$ cat src/rtl/score_pkg.sv
// score_pkg -- shared types and constants for the score keeper.
//   bcd_t    : one BCD digit
//   seg_t    : active-low 7-segment pattern, bit0 = a ... bit6 = g
//   SEG_*    : decimal glyphs 0-9 and blank
//   digit_e  : digit-select encoding (value = anode index, 3 = leftmost)
//   bcd_step : next value of a packed two-digit BCD tally with wrap at a limit
package score_pkg;

    typedef logic [3:0] bcd_t;
    typedef logic [6:0] seg_t;

    localparam seg_t SEG_0     = 7'b1000000;
    localparam seg_t SEG_1     = 7'b1111001;
    localparam seg_t SEG_2     = 7'b0100100;
    localparam seg_t SEG_3     = 7'b0110000;
    localparam seg_t SEG_4     = 7'b0011001;
    localparam seg_t SEG_5     = 7'b0010010;
    localparam seg_t SEG_6     = 7'b0000010;
    localparam seg_t SEG_7     = 7'b1111000;
    localparam seg_t SEG_8     = 7'b0000000;
    localparam seg_t SEG_9     = 7'b0010000;
    localparam seg_t SEG_BLANK = 7'b1111111;

    typedef enum logic [1:0] {
        DIG_LOSS_ONES = 2'd0,
        DIG_LOSS_TENS = 2'd1,
        DIG_WIN_ONES  = 2'd2,
        DIG_WIN_TENS  = 2'd3
    } digit_e;

    // Packed {tens,ones} increment; a tally sitting at max_bcd rolls to 00.
    function automatic logic [7:0] bcd_step(input logic [7:0] cur,
                                            input logic [7:0] max_bcd);
        logic [7:0] nxt;
        if (cur == max_bcd)
            nxt = '0;
        else if (cur[3:0] == 4'd9)
            nxt = {cur[7:4] + 4'd1, 4'd0};
        else
            nxt = {cur[7:4], cur[3:0] + 4'd1};
        return nxt;
    endfunction

endpackage

$ cat src/rtl/bcd_to_seg.sv
// bcd_to_seg -- combinational BCD to active-low 7-segment decoder.
//   bcd : 4-bit BCD digit in
//   seg : active-low segments out (bit0 = a); codes 10-15 give blank
module bcd_to_seg
    import score_pkg::*;
(
    input  logic [3:0] bcd,
    output logic [6:0] seg
);

    always_comb begin
        seg = SEG_BLANK;
        case (bcd)
            4'd0: seg = SEG_0;
            4'd1: seg = SEG_1;
            4'd2: seg = SEG_2;
            4'd3: seg = SEG_3;
            4'd4: seg = SEG_4;
            4'd5: seg = SEG_5;
            4'd6: seg = SEG_6;
            4'd7: seg = SEG_7;
            4'd8: seg = SEG_8;
            4'd9: seg = SEG_9;
            default: seg = SEG_BLANK;
        endcase
    end

endmodule

$ cat src/rtl/score_keeper.sv
// score_keeper -- win/loss tally with a 4-digit multiplexed 7-segment display.
//   clk    : system clock, all state on the rising edge
//   rst    : synchronous active-high reset
//   win    : level, high while the game sits in its win state
//   lose   : level, high while the game sits in its lose state
//   clr    : synchronous tally clear (beats coincident events)
//   seg    : registered active-low segments, bit0 = a
//   an     : registered active-low anodes, an[3] leftmost
//   wins   : packed BCD win tally {tens,ones}
//   losses : packed BCD loss tally {tens,ones}
// Parameters: REFRESH_BITS (scan counter width, dwell 2^(REFRESH_BITS-2)),
//             MAX_SCORE (1..99, tally wraps to 00 after this value).
// Build option: define LEADING_ZERO_BLANK_EN to blank a zero tens digit.
module score_keeper
    import score_pkg::*;
#(
    parameter int REFRESH_BITS = 18,
    parameter int MAX_SCORE    = 99
)(
    input  logic       clk,
    input  logic       rst,
    input  logic       win,
    input  logic       lose,
    input  logic       clr,
    output logic [6:0] seg,
    output logic [3:0] an,
    output logic [7:0] wins,
    output logic [7:0] losses
);

    localparam logic [7:0] MAX_BCD = {4'(MAX_SCORE / 10), 4'(MAX_SCORE % 10)};

    logic                    win_d;
    logic                    lose_d;
    logic                    win_ev;
    logic                    lose_ev;
    logic [REFRESH_BITS-1:0] scan_cnt;
    digit_e                  digit;
    bcd_t                    digit_val;
    logic                    digit_is_tens;
    logic [3:0]              an_next;
    seg_t                    dec_seg;
    seg_t                    seg_next;

    // The delay registers track the live inputs even during reset, so a
    // level held through reset is never seen as a rising edge; clr leaves
    // them alone for the same reason.
    always_ff @(posedge clk) begin
        win_d  <= win;
        lose_d <= lose;
    end

    assign win_ev  = win  & ~win_d;
    assign lose_ev = lose & ~lose_d;

    always_ff @(posedge clk) begin
        if (rst || clr) begin
            wins   <= '0;
            losses <= '0;
        end else begin
            if (win_ev)
                wins <= bcd_step(wins, MAX_BCD);
            if (lose_ev)
                losses <= bcd_step(losses, MAX_BCD);
        end
    end

    always_ff @(posedge clk) begin
        if (rst)
            scan_cnt <= '0;
        else
            scan_cnt <= scan_cnt + 1'b1;
    end

    // Counter top bits 00,01,10,11 walk the digits leftmost first (3,2,1,0).
    assign digit = digit_e'(~scan_cnt[REFRESH_BITS-1 -: 2]);

    always_comb begin
        digit_val     = losses[3:0];
        digit_is_tens = 1'b0;
        an_next       = 4'b1110;
        case (digit)
            DIG_WIN_TENS: begin
                digit_val     = wins[7:4];
                digit_is_tens = 1'b1;
                an_next       = 4'b0111;
            end
            DIG_WIN_ONES: begin
                digit_val = wins[3:0];
                an_next   = 4'b1011;
            end
            DIG_LOSS_TENS: begin
                digit_val     = losses[7:4];
                digit_is_tens = 1'b1;
                an_next       = 4'b1101;
            end
            DIG_LOSS_ONES: begin
                digit_val = losses[3:0];
                an_next   = 4'b1110;
            end
            default: begin
                digit_val = losses[3:0];
                an_next   = 4'b1110;
            end
        endcase
    end

    bcd_to_seg u_bcd_to_seg (
        .bcd (digit_val),
        .seg (dec_seg)
    );

    always_comb begin
        seg_next = dec_seg;
`ifdef LEADING_ZERO_BLANK_EN
        if (digit_is_tens && (digit_val == 4'd0))
            seg_next = SEG_BLANK;
`endif
    end

    always_ff @(posedge clk) begin
        if (rst) begin
            an  <= '1;
            seg <= SEG_BLANK;
        end else begin
            an  <= an_next;
            seg <= seg_next;
        end
    end

    // digit_is_tens only steers blanking; keep it referenced in both builds.
    logic unused_ok;
    assign unused_ok = digit_is_tens;

endmodule

$ cat config.mk
export PLATFORM = sky130hd
export DESIGN_NAME = score_keeper
export DESIGN_NICKNAME = d
export VERILOG_FILES = /design/src/rtl/score_pkg.sv /design/src/rtl/bcd_to_seg.sv /design/src/rtl/score_keeper.sv
export SDC_FILE = /design/constraint.sdc
export NUM_CORES = 1
export LEC_CHECK = 0
export ABC_AREA = 1
export ABC_CLOCK_PERIOD_IN_PS = 4460
export CAP_MARGIN = 15
export CELL_PAD_IN_SITES_DETAIL_PLACEMENT = 0
export CELL_PAD_IN_SITES_GLOBAL_PLACEMENT = 2
export CORE_ASPECT_RATIO = 1.75
export CORE_MARGIN = 2
export CORE_UTILIZATION = 34
export CTS_BUF_LIST = sky130_fd_sc_hd__clkbuf_16
export CTS_CLUSTER_DIAMETER = 30
export DETAILED_ROUTE_END_ITERATION = 10
export PLACE_DENSITY_LB_ADDON = 0.08
export SLEW_MARGIN = 20
export SYNTH_ARGS = -nofsm -noshare
export SYNTH_HDL_FRONTEND = slang
export SYNTH_SLANG_ARGS = --single-unit
$ cat constraint.sdc
create_clock -name clk -period 4.46 [get_ports clk]
set_input_delay 0.446 -clock clk [delete_from_list [all_inputs] [get_ports clk]]
set_output_delay 0.446 -clock clk [all_outputs]
set_load 0.005 [all_outputs]
[After elaboration in Yosys (flattened, before gate mapping)]
Memories as Yosys holds them, arrays and structs flattened. A register that Yosys moved wholly into a read port is not among the register bits.
Cells that the tools add are included.
Operators by class
  add/subtract/negate cells: 5
  eq/ne operators: 7
  mux-type cells: 6
  bitwise gates (word level): 5
  reductions and logical operators: 6
Operators by type and width (count)
  8-bit two-way mux: 4
  4-bit one-hot mux with 4 select lines: 2
  18-bit by 1-bit adder with 18-bit output, second input constant: 1
  4-bit by 1-bit adder with 4-bit output, second input constant: 4
  8-bit equality test, second input constant: 2
  4-bit equality test, second input constant: 2
  2-bit equality test, second input constant: 2
  2-bit AND reduction: 2
  2-bit nonzero test: 2
  1-bit AND: 2
  2-bit by 1-bit equality test with 1-bit output, second input constant: 1
  2-bit logical NOT: 1
  1-bit inverter: 2
  2-bit inverter: 1
  1-bit logical OR: 1
Storage, ports and cells
  register bits: 40
  bits in read-only memories: 112
  bits of input ports: 5
  memories kept: 1
Memory list
  (no name shown): depth 16, bits a word 7, rd ports 1, clocked after Yosys merged registers in 1, write ports 0, RTL line bcd_to_seg.sv:13  | case (bcd)

[Longest topological paths before layout]
  depth in word-level cells: 3
  depth in mapped cells: 12

[Cells and area by module]
A second synthesis with hierarchy kept.
Second synthesis, totals
  cell total of the unflattened synthesis: 317
  area total of the unflattened synthesis: 2324.7 um2
Modules (own cells, without submodules)
  score_keeper: times used 1, cells an instance 282, area an instance 2137.0 um2, seq. area each 940.9 um2
  bcd_to_seg: times used 1, cells an instance 35, area an instance 187.7 um2, seq. area each 0.0 um2

[Worst setup path before layout]
OpenSTA, ideal clock, no wires.
  path kind: register -> register
  start point: register scan_cnt[17]
  end point: register seg[3]
  library setup time: 118 ps
  arrival time: 1388 ps
  required time: 4342 ps
  slack: 2954 ps
  cell stages (with the launch flop): 12
  path buffers: 1
  period minus slack after synthesis: 1506 ps
  path through: dfxtp_1 buf_6 inv_2 nand3_1 nand3_2 nor2_4 inv_1 ha_1 nand3_1 nand2_1 nand2_1 nand2_1
Between the ends
  cells in the longest elaborated chain, start to end: 3
  elaborated cells on any way between the ends: 6
  classes of those cells: eq/ne: 3; mux: 1; bitwise: 1; reduce/logical: 1
RTL lines
  start, declared: RTL line score_keeper.sv:37  | logic [REFRESH_BITS-1:0] scan_cnt;
  start signal, assigned: RTL line score_keeper.sv:72  | scan_cnt <= scan_cnt + 1'b1;
  2-bit inverter (*): RTL line score_keeper.sv:76  | assign digit = digit_e'(~scan_cnt[REFRESH_BITS-1 -: 2]);
  2-bit by 1-bit equality test with 1-bit output (tied with other cells)
  4-bit one-hot mux with 4 select lines (*): RTL line score_keeper.sv:82  | case (digit)
  end, declared: RTL line score_keeper.sv:25  | output logic [6:0] seg,
Mark *: on every way between the ends. The rest lies on a longest branch, timed or not.
A chain may end at the register's enable or synchronous reset.

[Worst setup path after layout]
  start point: input port rst
  end point: register wins[4]
Between the ends
  cells in the longest elaborated chain, start to end: 1
RTL lines
  start, declared: RTL line score_keeper.sv:21  | input logic rst,
  1-bit logical OR: RTL line score_keeper.sv:57  | if (rst || clr) begin
  end signal, assigned: RTL line score_keeper.sv:62  | wins <= bcd_step(wins, MAX_BCD);
  end, declared: RTL line score_keeper.sv:27  | output logic [7:0] wins,
No other way between the ends.

==> results by stage <==
Floorplanning:
- For this configuration, the core starts out at a cell density of 0.3518.
- The count of standard-cell rows is 39.
- The total core area is 0.006588 sq mm.
- During I/O placement, the number of pins put on the boundary was 32.
- The height of the chip is 113.2 um.
- The horizontal extent of the die is 66.41 um.
- The area enclosed by the die boundary is 0.007518 sq mm.

Logic synthesis:
- The parity-gate share of the synthesized area counting xor and xnor cells is 0.04158.
- The main combinational cell family by area after synthesis is simple AND/OR/NAND/NOR gates.
- The count of state elements after synthesis is 47.
- After technology mapping, the gate count stands at 304.
- In this run the cell area of the synthesized design comes to 0.002317 sq mm.
- When the netlist entered floorplanning its net count stood at 321.
- The number of distinct library cells after synthesis is 33.
- The count of yosys warnings during synthesis is 0.
- The area share of and/or/nand/nor cells after synthesis is 0.3499.
- The fraction of the mapped netlist area in compound gates is 0.06695.
- Of the post-synthesis cell area, the part taken by muxes is 0.
- The library cell occupying the most area in the post-synthesis netlist is dfxtp_1.
- The sequential element share of the synthesized area is 0.4060.
- In the post-synthesis netlist, the biggest area contributors are dfxtp_1 41%, nand2_1 10%, nor2_1 7.0%.
- The top cell type's share of synthesized area is 0.4060.
- Of the total synthesized cell area, the portion taken by full adders, half adders and majority gates is 0.06479.
- After synthesis, the mean cell area works out to 7.622 sq um.

Clock network:
- The CTS H-tree depth is 2.
- The total clock sinks is 47.
- The maximum buffer depth of the clock tree is 2.
- The post-CTS setup buffer count is 0.
- Clock-pin slew was measured on the worst setup and hold paths at 0.06 ns.
- CTS placed an instance of clkbuf_16 at the clock tree root.
- The hold-fix buffer count after cts is 0.
- The post-cts resize count is 0.
- TritonCTS built the clock tree.
- In this run, CTS created clock tree buffers numbering 5.
- The latest clock arrival within the worst-skew pair is 0.29 ns.

Placement:
- Once detailed placement completed, the half-perimeter wirelength came to 4369 um.
- Timing analysis after detailed placement gives a worst setup slack of 2.135 ns.
- Routability-driven placement finished with a final weighted congestion of 0.7466.
- The total of buffers placed on input and output ports is 31.
- The number of placed cells counting well taps is 413.

GRT:
- The overall fraction of global-route tracks in use is 0.1639.
- The remaining global-route overflow is 0.
- The met3 usage in global routing is 0.03877.
- The via count of the first global-routing pass is 1936.
- For met2 alone, demand over resource in global routing was 0.3107.
- The met1 usage in global routing is 0.1660.
- The largest net degree at the start of global routing is 17.
- The first global-routing pass estimated 9246 um of wire.
- The initial antenna violation count is 0.
- The most utilized layer in the global route result is met2.

Setup path:
- STA classifies the critical path endpoint as a flip-flop.
- The worst setup path is launched from an input port.
- In this run the worst path has a maximum fanout of 16.
- The reg-to-reg critical path endpoint is seg[3].
- The data required time of the critical path is 4.68 ns.
- For the worst setup path, the data arrival time is 2.19 ns.
- The critical path in this run is classified as input port to flip-flop.
- The startpoint of the worst-slack reg-to-reg timing path is scan_cnt[17].
- The worst reg-to-reg setup slack is 2.64 ns.
- Counting cells, the worst reg-to-reg path comes to 10.

Cells and area:
- The antenna diode count is 0.
- At the end of the flow the core is filled with cells to 0.4300.
- For this run, the number of standard cells in the final layout without fillers is 420.
- The net count of the finished layout is 355.
- In the final layout, the share of cells above drive strength 1 is 0.07396.
- Fill cells in the final layout number 731.
- From synthesis to final layout, the design area changed by 22.25%.
- In the layout the commonest cells are 64 x nand2_1, 47 x dfxtp_1, 43 x nor2_1.
- The most common cell after layout, fill and taps aside is nand2_1.

Run status:
- The flow ran to the end, and the final reports show no timing, DRC or antenna violations.

Detailed routing:
- In the final routed layout, each cell accounts on average for 13.11 um.
- The via count is 1959.
- The detail route stage leaves a number of antenna-violating nets equal to 0.
- Dividing the detail-routed via count by the number of cells gives 4.664.
- The iteration-0 DRC count of the detailed router is 70.
- The count of unresolved DRC violations after routing is 0.
- The pre-antenna-repair detailed-routing pass consisted of 4 iterations.
- The total wire length after detailed routing is 5508 um.

Min path:
- The hold-critical path endpoint is scan_cnt[4].
- In this run the worst hold path is classified as flip-flop to flip-flop.
- The worst hold path begins at scan_cnt[4].
- The instance count along the most critical hold path is 2.

Run:
- The tool flagged a number of max-cap violations equal to 0.

Power:
- The power density over cell area is 291.0 mW/mm^2.
- VDD sags by at most 0.1629 mV.
- The static leakage is 0.001069 uW.

STA:
- The final count of hold timing violations is 0.
- Counting I/O delays and the setup requirement, the final critical path takes 1.971 ns.
- The maximum clock frequency is 0.5074 GHz.
- The final-layout setup total negative slack is 0 ns.
- The final worst hold slack is 0.4769 ns.
- The worst-case clock skew is 0.004599 ns.
- The final count of pins violating max slew is 0.
- Of the available clock period, the critical path in the final layout requires 0.4419.
- Setup violations remaining at the end of the flow were counted as 0.
- At the pin with the least slew margin, the transition time is 0.7090 ns.
- Setup slack closes at 2.489 ns.
- Measured against its own limit, the worst slew margin works out to 0.5259.
- Setup repair after global routing left no endpoint under its margin.
## flip-flops by register name, summed over array words and instances (netlist names)
register	count
lose_d	1
wins	8
scan_cnt	18
seg	7
losses	8
an	4
win_d	1
## stage by stage
step,power (uW),cell area [sq um]
6_report,824.4,2833
5_1_grt,862.4,2833
2_1_floorplan,460.4,2317
4_1_cts,839.5,2833
3_5_place_dp,478.6,2699
3_3_place_gp,478.6,2699
## cells in the mapped netlist
cell	instances
nand2_1	64
dfxtp_1	47
nor2_1	43
nand3_1	31
inv_1	30
a21oi_1	13
ha_1	12
xor2_1	7
nand4_1	6
o21ai_0	6
nand3b_1	4
nor3_1	4
xnor2_1	4
nand2_4	3
nor2_2	3
nor2_4	3
or2_0	3
a211oi_1	2
a22oi_1	2
buf_6	2
inv_2	2
nand3_2	2
a21oi_4	1
buf_1	1
buf_2	1
clkinv_1	1
inv_6	1
nand2_2	1
nand4_4	1
nor3b_1	1
o21ai_1	1
o21ai_2	1
or2_2	1
## critical path: stages
cell	delay, ns
clkdlybuf4s50_1	0.77
nor2_1	0.53
o21ai_0	0.28
a21oi_1	0.16
## cells by family (layout without fill, tap and decap cells)
family | after synthesis | in the layout
fa+ha+maj | 12 | 12
simple gates | 170 | 170
buf+inv | 38 | 72
xor+xnor | 11 | 11
compound gates | 26 | 26
flops | 47 | 47
## where the power goes
part	internal (uW)	switching [uW]	total, uW
clock network	202	154	356
logic	17.4	17.3	34.7
registers	428	6.13	434
## layer usage
layer | share of wire | routed length (um)
met1 | 0.37 | 2055
met2 | 0.58 | 3216
met3 | 0.029 | 159
met4 | 0.014 | 77
met5 | 0 | 0
## worst max path at each step
| stage | to | depth (start not counted) | start |
|---|---|---|---|
| 2_1_floorplan | seg[3] | 11 | scan_cnt[17] |
| 3_3_place_gp | wins[4] | 4 | rst |
| 3_5_place_dp | wins[4] | 4 | rst |
| 4_1_cts | wins[4] | 4 | rst |
| 5_1_grt | wins[4] | 4 | rst |
| 6_report | wins[4] | 4 | rst |
## final cells by class
type                    instances  area [sq um]  share of cell area
inverters                      34         132.6             0.04682
clock inverters                 2         8.758            0.003092
flip-flops and latches         47         940.9              0.3322
well taps                      82         102.6             0.03622
multi-input cells             219          1212              0.4280
repair buffers                 31         310.3              0.1095
clock buffers                   5         125.1             0.04417
Power figures use the tool's default switching activity.
